$ cat src/rtl/fetch_pkg.sv
// Shared types and constants for the instruction fetch stage.
package fetch_pkg;

    localparam int unsigned PC_W    = 9;
    localparam int unsigned INSTR_W = 16;

    typedef logic [PC_W-1:0]    pc_t;
    typedef logic [INSTR_W-1:0] instr_t;

    // ROM fill / reset pattern, shown on o_instr whenever the queue is empty.
    localparam instr_t NOP_INSTR = 16'hF000;

    typedef struct packed {
        instr_t instr;
        pc_t    pc;
    } q_entry_t;

endpackage

$ cat src/rtl/fetch_q2.sv
// Two-entry {instr, pc} FIFO. Slot 0 is always the head and is a register,
// so the head outputs are glitch-free. Empty slots hold {NOP_INSTR, RESET_PC}.
module fetch_q2
    import fetch_pkg::*;
#(
    parameter pc_t RESET_PC = 9'h000
) (
    input  logic       i_clk,
    input  logic       i_rst,
    input  logic       i_push,
    input  logic       i_pop,
    input  logic       i_flush,
    input  q_entry_t   i_data,
    output q_entry_t   o_head,
    output logic [1:0] o_occ
);

    localparam q_entry_t EMPTY_E = '{instr: NOP_INSTR, pc: RESET_PC};

    q_entry_t   slot0_q, slot1_q;
    q_entry_t   slot0_d, slot1_d;
    logic [1:0] occ_q, occ_d;

    // Next-state: pop shifts slot 1 forward, push lands at the new tail,
    // flush overrides both and leaves the queue empty.
    always_comb begin
        slot0_d = slot0_q;
        slot1_d = slot1_q;
        occ_d   = occ_q;

        if (i_pop && occ_q != 2'd0) begin
            slot0_d = (occ_q == 2'd2) ? slot1_q : EMPTY_E;
            slot1_d = EMPTY_E;
            occ_d   = occ_q - 2'd1;
        end

        if (i_push && occ_d != 2'd2) begin
            if (occ_d == 2'd0) begin
                slot0_d = i_data;
            end else begin
                slot1_d = i_data;
            end
            occ_d = occ_d + 2'd1;
        end

        if (i_flush) begin
            slot0_d = EMPTY_E;
            slot1_d = EMPTY_E;
            occ_d   = 2'd0;
        end
    end

    // Queue storage and occupancy registers.
    always_ff @(posedge i_clk) begin
        if (i_rst) begin
            slot0_q <= EMPTY_E;
            slot1_q <= EMPTY_E;
            occ_q   <= 2'd0;
        end else begin
            slot0_q <= slot0_d;
            slot1_q <= slot1_d;
            occ_q   <= occ_d;
        end
    end

    assign o_head = slot0_q;
    assign o_occ  = occ_q;

endmodule

$ cat src/rtl/instr_fetch.sv
// Instruction fetch stage: owns the PC, issues ROM reads, reassembles the
// 16-bit instruction from the byte lanes and buffers it for decode.
module instr_fetch
    import fetch_pkg::*;
#(
    parameter pc_t RESET_PC = 9'h000
) (
    input  logic   i_clk,
    input  logic   i_rst,
    output logic   o_rom_en,
    output pc_t    o_rom_addr,
    input  logic [7:0] i_rom_dout_h,
    input  logic [7:0] i_rom_dout_l,
    input  logic   i_redirect,
    input  pc_t    i_redirect_pc,
    output logic   o_valid,
    input  logic   i_ready,
    output instr_t o_instr,
    output pc_t    o_instr_pc
);

    pc_t        pc_q;
    pc_t        issued_pc_q;
    logic       inflight_q;
    logic [1:0] occ;
    logic [2:0] committed;
    logic       pop;
    logic       issue;
    logic       push;
    q_entry_t   head;
    q_entry_t   push_data;

    assign o_valid   = (occ != 2'd0);
    assign pop       = o_valid && i_ready;

    // Queue slots already spoken for: entries held plus the read in flight.
    assign committed = {1'b0, occ} + {2'b00, inflight_q};
    assign issue     = !i_rst && (i_redirect || committed < 3'd2 || pop);

    assign o_rom_en   = issue;
    assign o_rom_addr = i_redirect ? i_redirect_pc : pc_q;

    // A redirect makes the returning read stale, so capture is suppressed.
    assign push      = inflight_q && !i_redirect;
    assign push_data = '{instr: {i_rom_dout_h, i_rom_dout_l}, pc: issued_pc_q};

    // PC, issued address and inflight tracking.
    always_ff @(posedge i_clk) begin
        if (i_rst) begin
            pc_q        <= RESET_PC;
            issued_pc_q <= RESET_PC;
            inflight_q  <= 1'b0;
        end else begin
            inflight_q <= issue;
            if (issue) begin
                pc_q        <= o_rom_addr + 9'd1;
                issued_pc_q <= o_rom_addr;
            end
        end
    end

    fetch_q2 #(
        .RESET_PC (RESET_PC)
    ) u_q (
        .i_clk   (i_clk),
        .i_rst   (i_rst),
        .i_push  (push),
        .i_pop   (pop),
        .i_flush (i_redirect),
        .i_data  (push_data),
        .o_head  (head),
        .o_occ   (occ)
    );

    assign o_instr    = head.instr;
    assign o_instr_pc = head.pc;

endmodule

$ cat config.mk
export PLATFORM = sky130hd
export DESIGN_NAME = instr_fetch
export DESIGN_NICKNAME = d
export VERILOG_FILES = /design/src/rtl/fetch_pkg.sv /design/src/rtl/fetch_q2.sv /design/src/rtl/instr_fetch.sv
export SDC_FILE = /design/constraint.sdc
export NUM_CORES = 1
export LEC_CHECK = 0
export ABC_AREA = 1
export CAP_MARGIN = 20
export CORE_ASPECT_RATIO = 0.75
export CORE_MARGIN = 4
export CORE_UTILIZATION = 40
export CTS_BUF_LIST = sky130_fd_sc_hd__clkbuf_8 sky130_fd_sc_hd__clkbuf_16
export CTS_CLUSTER_SIZE = 14
export DETAILED_ROUTE_END_ITERATION = 16
export PLACE_DENSITY = 0.64
export SETUP_SLACK_MARGIN = 0.1
export SLEW_MARGIN = 20
export SYNTH_ARGS = -nofsm -noshare
export SYNTH_HDL_FRONTEND = slang
export SYNTH_SLANG_ARGS = --single-unit
$ cat constraint.sdc
create_clock -name i_clk -period 4.25 [get_ports i_clk]
set_clock_uncertainty 0.2 [all_clocks]
set_input_delay 0.425 -clock i_clk [delete_from_list [all_inputs] [get_ports i_clk]]
set_output_delay 0.425 -clock i_clk [all_outputs]
set_load 0.02 [all_outputs]
==> results.toml, run 1 <==
[clock_tree]
cts_tree = "built"
clock_sinks = 71
cts_resized = 0
cts_root_buf = "clkbuf_8"
htree_levels = 3
cts_buffers = 9
clock_latency_ns = 0.34
post_cts_buffers = 0
clk_path_buf_depth = 2
cts_hold_repair.buffers = 0
clkSlewWorstSetupHoldPaths_ns = 0.07

[logic_synthesis]
netlist_instances = 492
synthMuxAreaShare = 0
synth_area_leader_cell = "dfxtp_1"
synthSimpleGateAreaFrac = 0.329
synthAdderAreaFrac = 0.0191
synth_top_cell_area_share = 0.435
synth_area_leaders = "dfxtp_1, nand2_1, nor2_1"
ys_types = 24
synth_seq_area_share = 0.435
synthXorXnorAreaFrac = 0.00766
yosysWarnings = 0
syn_area_sq_mm = 0.00327
syn_nets = 526
syn_area_per_cell_sq_um = 6.64
synth_top_family_by_area = "simple AND/OR/NAND/NOR gates"
synth_compound_area_frac = 0.138
ys_seq_elements = 71

[routing]
totalWireLength_mm = 8.29
drt_pass1_iterations = 4
dr_total_vias = 3225
first_iter_violations = 170
vias_per_cell = 4.93
avgRoutedWirePerCell_um = 12.7
ant_nets = 0
drc_errors = 0

[die]
ioPinCount = 65
start_util = 0.413
die_width_um = 112
fp.dieH_um = 86.3
core-area_sq_mm = 0.00792
num_rows = 28
design.die.area_sq_mm = 0.00969

[power_and_ir_drop]
clkPwrFrac = 0.343
swShare = 0.282
finalPower_mw = 1.53
p_comb_frac = 0.187
peakVddDrop_mv = 0.188
leakagePower_nw = 1.80
p_int_mw = 1.09
seqPwrFrac = 0.470
p_per_area_mw_per_mm2 = 368
net-switching-power_mw = 0.430

[placed_design]
placed_cells = 637
dp_slack_ns = 0.554
gp_congestion = 0.839
hpwl_mm = 5.36
io_buffers = 64

[timing]
slew_viol_final = 0
setup_slack_ns = 0.688
period_share = 0.838
tns_ns = 0
slew_headroom = 0.390
worstMarginPinSlew_ns = 0.914
finalSetupViolCount = 0
finalHoldViolations = 0
fmax_ghz = 0.281
min_period_ns = 3.56
hold-worst-slack_ns = 0.256
rsz0062_at_grt = "false"

[critical_path]
worst-r2r-setup-slack_ns = 0.69
crit_type = "register to register"
rr_startpoint = "u_q.o_occ[0]$_SDFF_PP0_"
arrival_ns = 3.64
cp_data_required_time_ns = 4.33
reg2reg_to = "u_q.o_head[1]$_SDFF_PP0_"
cp_max_fo = 38
start_kind = "register"
rr_worst_depth = 15
endpoint_kind = "register"

[layout]
syn_to_final_growth_pct = 27.0
layout_commonest_cell = "nand2_1"
final_layout_size_suffix_gt1_frac = 0.0601
stdcell_count = 654
fin_nets = 578
layout_common_cells = "nand2_1, nor2_1, dfxtp_1"
fillCellCount = 812
insertedDiodeCount = 0

[min_path]
min_to = "pc_q[6]$_SDFFE_PP0P_"
hold_class = "register to register"
holdCritStartpoint = "pc_q[6]$_SDFFE_PP0P_"
hold_depth = 2

[global_routing]
antenna_found_initial = 0
grt_max_degree = 53
grt_usage = 0.173
overflow = 0
grt_pass1_wl_mm = 13.7
grt_pass1_vias = 2938

[run_status]
status = "finished clean"

[job]
cap_violations = 0
## sequential cells by signal, summed over array words and instances (netlist names)
signal       cells
inflight_q       1
u_q.o_head      25
u_q.o_occ        2
pc_q             9
issued_pc_q      9
u_q.slot1_q     25
## cell families after synthesis
kind of cell	Yosys count
fa+ha+maj	5
flops	71
xor+xnor	2
compound gates	89
buf+inv	53
simple gates	272
## cell usage after synthesis
library cell / instances
nand2_1: 172
nor2_1: 76
dfxtp_1: 71
o21ai_0: 53
a21oi_1: 23
inv_1: 20
nand3_1: 17
buf_2: 12
o21ai_1: 11
clkbuf_1: 10
inv_2: 6
ha_1: 5
buf_1: 2
buf_6: 2
nor2_2: 2
or2_2: 2
a21boi_0: 1
buf_4: 1
nand2_4: 1
nand3_2: 1
nor2_4: 1
o21ai_2: 1
xor2_1: 1
xor2_2: 1
## per-layer routing
metal | vias to the layer above | wire length [um] | global-route usage
met2 | 73 | 3760 | 0.273
met5 | - | 0 | 0
met1 | 1487 | 4020 | 0.233
met4 | 0 | 60 | 0.0480
li1 | 1660 | - | -
met3 | 5 | 450 | 0.0495
## through the flow
step / util / cell area [sq um]
3_3_place_gp: 0.497 / 3930
4_1_cts: 0.521 / 4120
3_5_place_dp: 0.497 / 3930
2_1_floorplan: - / 3270
6_report: 0.524 / 4150
5_1_grt: 0.524 / 4150
## layout make-up
class / count / area, sq um / share of cell area
clock inverters: 6 / 52.6 / 0.0127
well taps: 105 / 131 / 0.0317
multi-input cells: 368 / 1620 / 0.390
flip-flops and latches: 71 / 1420 / 0.343
clock buffers: 10 / 138 / 0.0332
repair buffers: 68 / 691 / 0.166
inverters: 26 / 97.6 / 0.0235
## critical path: stages, from the launching register on
cell	delay, ns
dfxtp_1	0.39
inv_1	0.10
ha_1	0.23
inv_2	0.09
nand2_4	0.22
o21ai_2	0.30
inv_1	0.07
ha_1	0.18
nor2_1	0.17
nand2_1	0.17
inv_2	0.12
nand3_2	0.60
buf_4	0.43
nand2_1	0.06
nand2_1	0.05
nor2_1	0.10
## worst max path at each step
stage                            start                   endpoint  slack [ns]  depth (start not counted)
3_5_place_dp                   i_ready  u_q.o_head[18]$_SDFF_PP0_        0.55                         13
4_1_cts        u_q.o_occ[0]$_SDFF_PP0_   u_q.o_head[1]$_SDFF_PP0_        0.70                         15
2_1_floorplan  u_q.o_occ[0]$_SDFF_PP0_  u_q.o_head[21]$_SDFF_PP1_        1.83                         15
6_report       u_q.o_occ[0]$_SDFF_PP0_   u_q.o_head[1]$_SDFF_PP0_        0.69                         15
3_3_place_gp                   i_ready  u_q.o_head[18]$_SDFF_PP0_        0.74                         13
5_1_grt        u_q.o_occ[0]$_SDFF_PP0_  u_q.o_head[17]$_SDFF_PP0_        0.34                         15
## power groups by stage
stage	logic, mW	registers (mW)	clock network, mW
final	0.285	0.717	0.523
after global routing	0.319	0.721	0.572
after CTS	0.283	0.718	0.538
after detailed placement	0.281	0.732	0
after global placement	0.276	0.732	0
after floorplan	0.162	0.744	0
Power figures use the tool's default switching activity.
==> run 2: changes to the inputs <==
Settings changed: PLACE_DENSITY 0.64 to 0.66.
Clock period 4.25 ns to 3 ns, I/O delays scaled along.
==> run 2 against run 1 <==
Clock power up 57%. Worst setup slack worse by 0.23 ns. Core utilization up 0.84 points. Total power up 47%. Combinational power up 41%. Register-to-register slack worse by 0.23 ns. Final cell count up 0.92%. Largest cell class unchanged. Highest routed layer unchanged.
==> results.toml, run 2 (synthesis gave the netlist of run 1 again) <==
[critical_path]
crit_chain = "inv_1 -> ha_1 -> inv_2 -> nand2_4 -> o21ai_2 -> inv_1 -> ha_1 -> nor2_1 -> nand2_1 -> inv_2 -> nand3_2 -> buf_6 -> inv_1 -> nand2_1 -> nand3_1"
crit_type = "register to register"
start_kind = "register"
cp_data_required_time_ns = 3.09
cp_top_family = "buffers and inverters"
critPathSlowestCell = "dfxtp_1"
reg2reg_to = "u_q.o_head[21]$_SDFF_PP1_"
cp_max_fo = 47
path_depth = 15
critPathLaunch = "u_q.o_occ[0]$_SDFF_PP0_"
path_common_cell = "inv_1"
max_stage_delay_ns = 0.38
rr_worst_depth = 15
worst-r2r-setup-slack_ns = 0.45
arrival_ns = 2.63
crit_buf_inv = 6
rr_startpoint = "u_q.o_occ[0]$_SDFF_PP0_"
endpoint_kind = "register"

[timing]
slew_headroom = 0.558
min_period_ns = 2.55
slew_viol_final = 0
tns_ns = 0
fmax_ghz = 0.393
rsz0062_at_grt = "false"
finalHoldViolations = 0
finalSetupViolCount = 0
period_share = 0.849
worstMarginPinSlew_ns = 0.663

[routing]
dr_total_vias = 3122
drc_errors = 0
avgRoutedWirePerCell_um = 12.0
totalWireLength_mm = 7.91
met3_length_um = 406
drt_pass1_iterations = 4
ant_nets = 0
wl_met2_mm = 3.47
drt-met1-wl_mm = 3.95
top_layer = "met4"
vias_per_cell = 4.73
first_iter_violations = 204

[layout]
final_core_util = 0.532
layout_common_cells = "nand2_1, nor2_1, dfxtp_1"
layout_commonest_cell = "nand2_1"
syn_to_final_growth_pct = 29.0
fin_area_sq_mm = 0.00422
stdcell_count = 660
final_layout_size_suffix_gt1_frac = 0.0721
fillCellCount = 804
insertedDiodeCount = 0
fin_nets = 584

[die]
fp.dieH_um = 86.3
num_rows = 28
die_width_um = 112
design.die.area_sq_mm = 0.00969
start_util = 0.413
ioPinCount = 65
core-area_sq_mm = 0.00792

[placed_design]
hpwl_mm = 5.36
placed_cell_area_sq_mm = 0.00400
gp_congestion = 0.804
io_buffers = 64
placed_cells = 644

[clock_tree]
cts_hold_repair.buffers = 0
clk_path_buf_depth = 2
clkSlewWorstSetupHoldPaths_ns = 0.08
cts_tree = "built"
cts_root_buf = "clkbuf_8"
post_cts_buffers = 0
cts_resized = 0
cts_buffers = 9
htree_levels = 3
clock_latency_ns = 0.35
clock_sinks = 71

[run_status]
status = "finished clean"

[min_path]
min_to = "pc_q[4]$_SDFFE_PP0P_"
hold_class = "register to register"
hold_depth = 2
holdCritStartpoint = "pc_q[4]$_SDFFE_PP0P_"

[global_routing]
overflow = 0
grt_usage = 0.175
antenna_found_initial = 0
grt_pass1_wl_mm = 14.0
grt_max_degree = 48
grt_pass1_vias = 2998

[job]
cap_violations = 0

[power_and_ir_drop]
finalPower_mw = 2.24
leakagePower_nw = 1.83
peakVddDrop_mv = 0.280
p_per_area_mw_per_mm2 = 531
run 2: area by class of cell:
cell class,instances,area (sq um),share of cell area
inverter,26,97.6,0.0232
clock inverter,7,88.8,0.0211
timing repair buffer,74,734,0.174
multi-input combinational,368,1620,0.384
clock buffer,9,124,0.0294
tap,105,131,0.0312
sequential,71,1420,0.337
run 2: through the flow:
stage               setup WS (ns)  hold WS (ns)
global placement            0.350         0.238
CTS                         0.176         0.259
finish                      0.454         0.258
global route                0.209         0.276
floorplan                   0.578         0.213
detailed placement          0.291         0.245
run 2: report_power, final:
part / total (mW) / leakage [nW] / internal, mW / switching (mW)
clock network: 0.822 / 0.106 / 0.462 / 0.360
logic: 0.401 / 1.15 / 0.168 / 0.233
registers: 1.02 / 0.579 / 0.990 / 0.0273
total: 2.24 / 1.83 / 1.62 / 0.621
run 2: layer usage:
metal  GRT usage  vias to the layer above
li1            -                     1663
met1       0.239                     1389
met2       0.277                       63
met3      0.0558                        7
met4      0.0360                        0
met5           0                        -
run 2: worst max-delay path by stage:
stage	endpoint	slack, ns
floorplan	u_q.o_head[21]$_SDFF_PP1_	0.58
global placement	u_q.o_head[23]$_SDFF_PP1_	0.35
detailed placement	u_q.o_head[21]$_SDFF_PP1_	0.29
CTS	o_rom_en	0.18
global route	u_q.o_head[21]$_SDFF_PP1_	0.21
finish	u_q.o_head[21]$_SDFF_PP1_	0.45
run 2: tightest hold or removal path: stages (launching register included):
cell and delay, ns:
dfxtp_1 0.31, nand2_1 0.06, nand2_1 0.05
==> run 3: changes to the inputs <==
Settings changed: PLACE_DENSITY 0.66 to 0.64.
Clock period 3 ns to 2.4 ns, I/O delays scaled along.
==> run 3 against run 2 <==
Worst setup slack worse by 0.29 ns. Register-to-register slack worse by 0.27 ns. Core utilization is 3.5 points higher. Critical path depth fell by 10. Critical path type is now input port to primary output. Largest cell class unchanged. Highest routed layer unchanged.
==> results.toml, run 3 (synthesis gave the netlist of run 1 again) <==
[timing]
min_period_ns = 2.24
tns_ns = 0
rsz0062_at_grt = "false"
slew_viol_final = 0
period_share = 0.932
setup_slack_ns = 0.164
finalHoldViolations = 0
hold-worst-slack_ns = 0.255
fmax_ghz = 0.447
finalSetupViolCount = 0
slew_headroom = 0.579
worstMarginPinSlew_ns = 0.631

[layout]
syn_to_final_growth_pct = 37.4
final_layout_size_suffix_gt1_frac = 0.131
stdcell_count = 678
fillCellCount = 787
layout_common_cells = "nand2_1, nor2_1, dfxtp_1"
insertedDiodeCount = 0
layout_commonest_cell = "nand2_1"
fin_nets = 603

[global_routing]
antenna_found_initial = 0
grt.busiest_layer = "met2"
use_met2 = 0.277
grt_pass1_vias = 2996
overflow = 0
grt_pass1_wl_mm = 13.8
use_met1 = 0.230
grt_usage = 0.171
grt_max_degree = 53
grt_use_met3 = 0.0509

[clock_tree]
cts_hold_repair.buffers = 0
htree_levels = 3
clock_sinks = 71
cts_root_buf = "clkbuf_8"
cts_tree = "built"
cts_buffers = 9
clock_latency_ns = 0.34
clk_path_buf_depth = 2
clkSlewWorstSetupHoldPaths_ns = 0.08

[placed_design]
io_buffers = 64
gp_congestion = 0.834
hpwl_mm = 5.52
dp_slack_ns = 0.0579
placed_cells = 655

[critical_path]
cp_max_fo = 9
crit_buf_inv = 3
cp_top_family = "buffers and inverters"
worst-r2r-setup-slack_ns = 0.18
start_kind = "input port"
crit_chain = "clkdlybuf4s50_1 -> buf_4 -> nand2_1 -> nand2_1 -> clkdlybuf4s50_1"
endpoint_kind = "primary output"
critPathSlowestCell = "clkdlybuf4s50_1"
max_stage_delay_ns = 0.61
crit_type = "input port to primary output"
cp_data_required_time_ns = 1.96
arrival_ns = 1.80

[die]
start_util = 0.413
ioPinCount = 65
die_width_um = 112
fp.dieH_um = 86.3
core-area_sq_mm = 0.00792
num_rows = 28
design.die.area_sq_mm = 0.00969

[job]
cap_violations = 0

[run_status]
status = "finished clean"

[routing]
drc_errors = 0
dr_total_vias = 3238
drt_pass1_iterations = 4
first_iter_violations = 168
ant_nets = 0
avgRoutedWirePerCell_um = 13.1
vias_per_cell = 4.78
totalWireLength_mm = 8.88

[power_and_ir_drop]
leakagePower_nw = 1.97
peakVddDrop_mv = 0.366
p_per_area_mw_per_mm2 = 612

[min_path]
hold_class = "register to register"
## run 3: cell types whose count changed in the layout (fill, tap and decap cells not counted), sizes merged, moves of 2 or more
cell / delta
bufinv: -2
clkdlybuf4s50: -5
clkbuf: +6
buf: +16
dlygate4sd2: +4
## run 3: metrics by stage
stage               utilization  total power, mW  instance area [sq um]
detailed placement        0.518             1.83                   4110
floorplan                     -             1.61                   3290
CTS                       0.541             2.70                   4280
finish                    0.567             2.75                   4490
global route              0.567             2.90                   4490
global placement          0.518             1.82                   4110
## run 3: final cells by class
cell class | instances | area, sq um | share of cell area
Inverter | 26 | 110 | 0.0245
Clock inverter | 3 | 17.5 | 0.00390
Tap cell | 105 | 131 | 0.0293
Timing Repair Buffer | 93 | 951 | 0.212
Sequential cell | 71 | 1430 | 0.318
Clock buffer | 12 | 165 | 0.0368
Multi-Input combinational cell | 368 | 1690 | 0.376
## run 3: what timing repair did
action / in CTS / in global routing
endpoints found under the setup margin: 4 / 53
resized for setup: 4 / 33
buffers inserted: 0 / 3
cloned: 0 / 5
pin swaps: 0 / 5
## run 3: per-layer routing
metal  vias to the layer above  part of all wire
li1                       1705                 -
met1                      1445              0.49
met2                        78              0.44
met3                        10             0.060
met4                         0             0.012
met5                         -                 0
## run 3: worst paths after layout
| path | cells after the start | endpoint | from |
|---|---|---|---|
| worst min register to register | 2 | pc_q[6]$_SDFFE_PP0P_ | pc_q[6]$_SDFFE_PP0P_ |
| worst min-delay path | 2 | pc_q[6]$_SDFFE_PP0P_ | pc_q[6]$_SDFFE_PP0P_ |
| worst max register to register | 14 | u_q.o_head[2]$_SDFF_PP0_ | u_q.o_occ[0]$_SDFF_PP0_ |
| worst max-delay path | 5 | o_rom_addr[2] | i_redirect |
## run 3: worst reg2reg max path, cell delays in order, from the launching register on
cell and delay, ns:
dfxtp_4 0.37, inv_4 0.04, ha_4 0.15, inv_4 0.07, nand2_8 0.07, o21ai_4 0.13
inv_1 0.06, ha_2 0.18, nor2_4 0.13, nand2_4 0.08, inv_4 0.07, nand3_4 0.16
clkbuf_16 0.23, nor2_1 0.11, nor2_1 0.05
## run 3: report_power, final
group	switching (mW)	internal, mW	leakage [nW]	total [mW]
clock	0.428	0.451	0.0942	0.879
sequential	0.0345	1.24	0.580	1.27
combinational	0.332	0.267	1.30	0.599
total	0.795	1.95	1.97	2.75
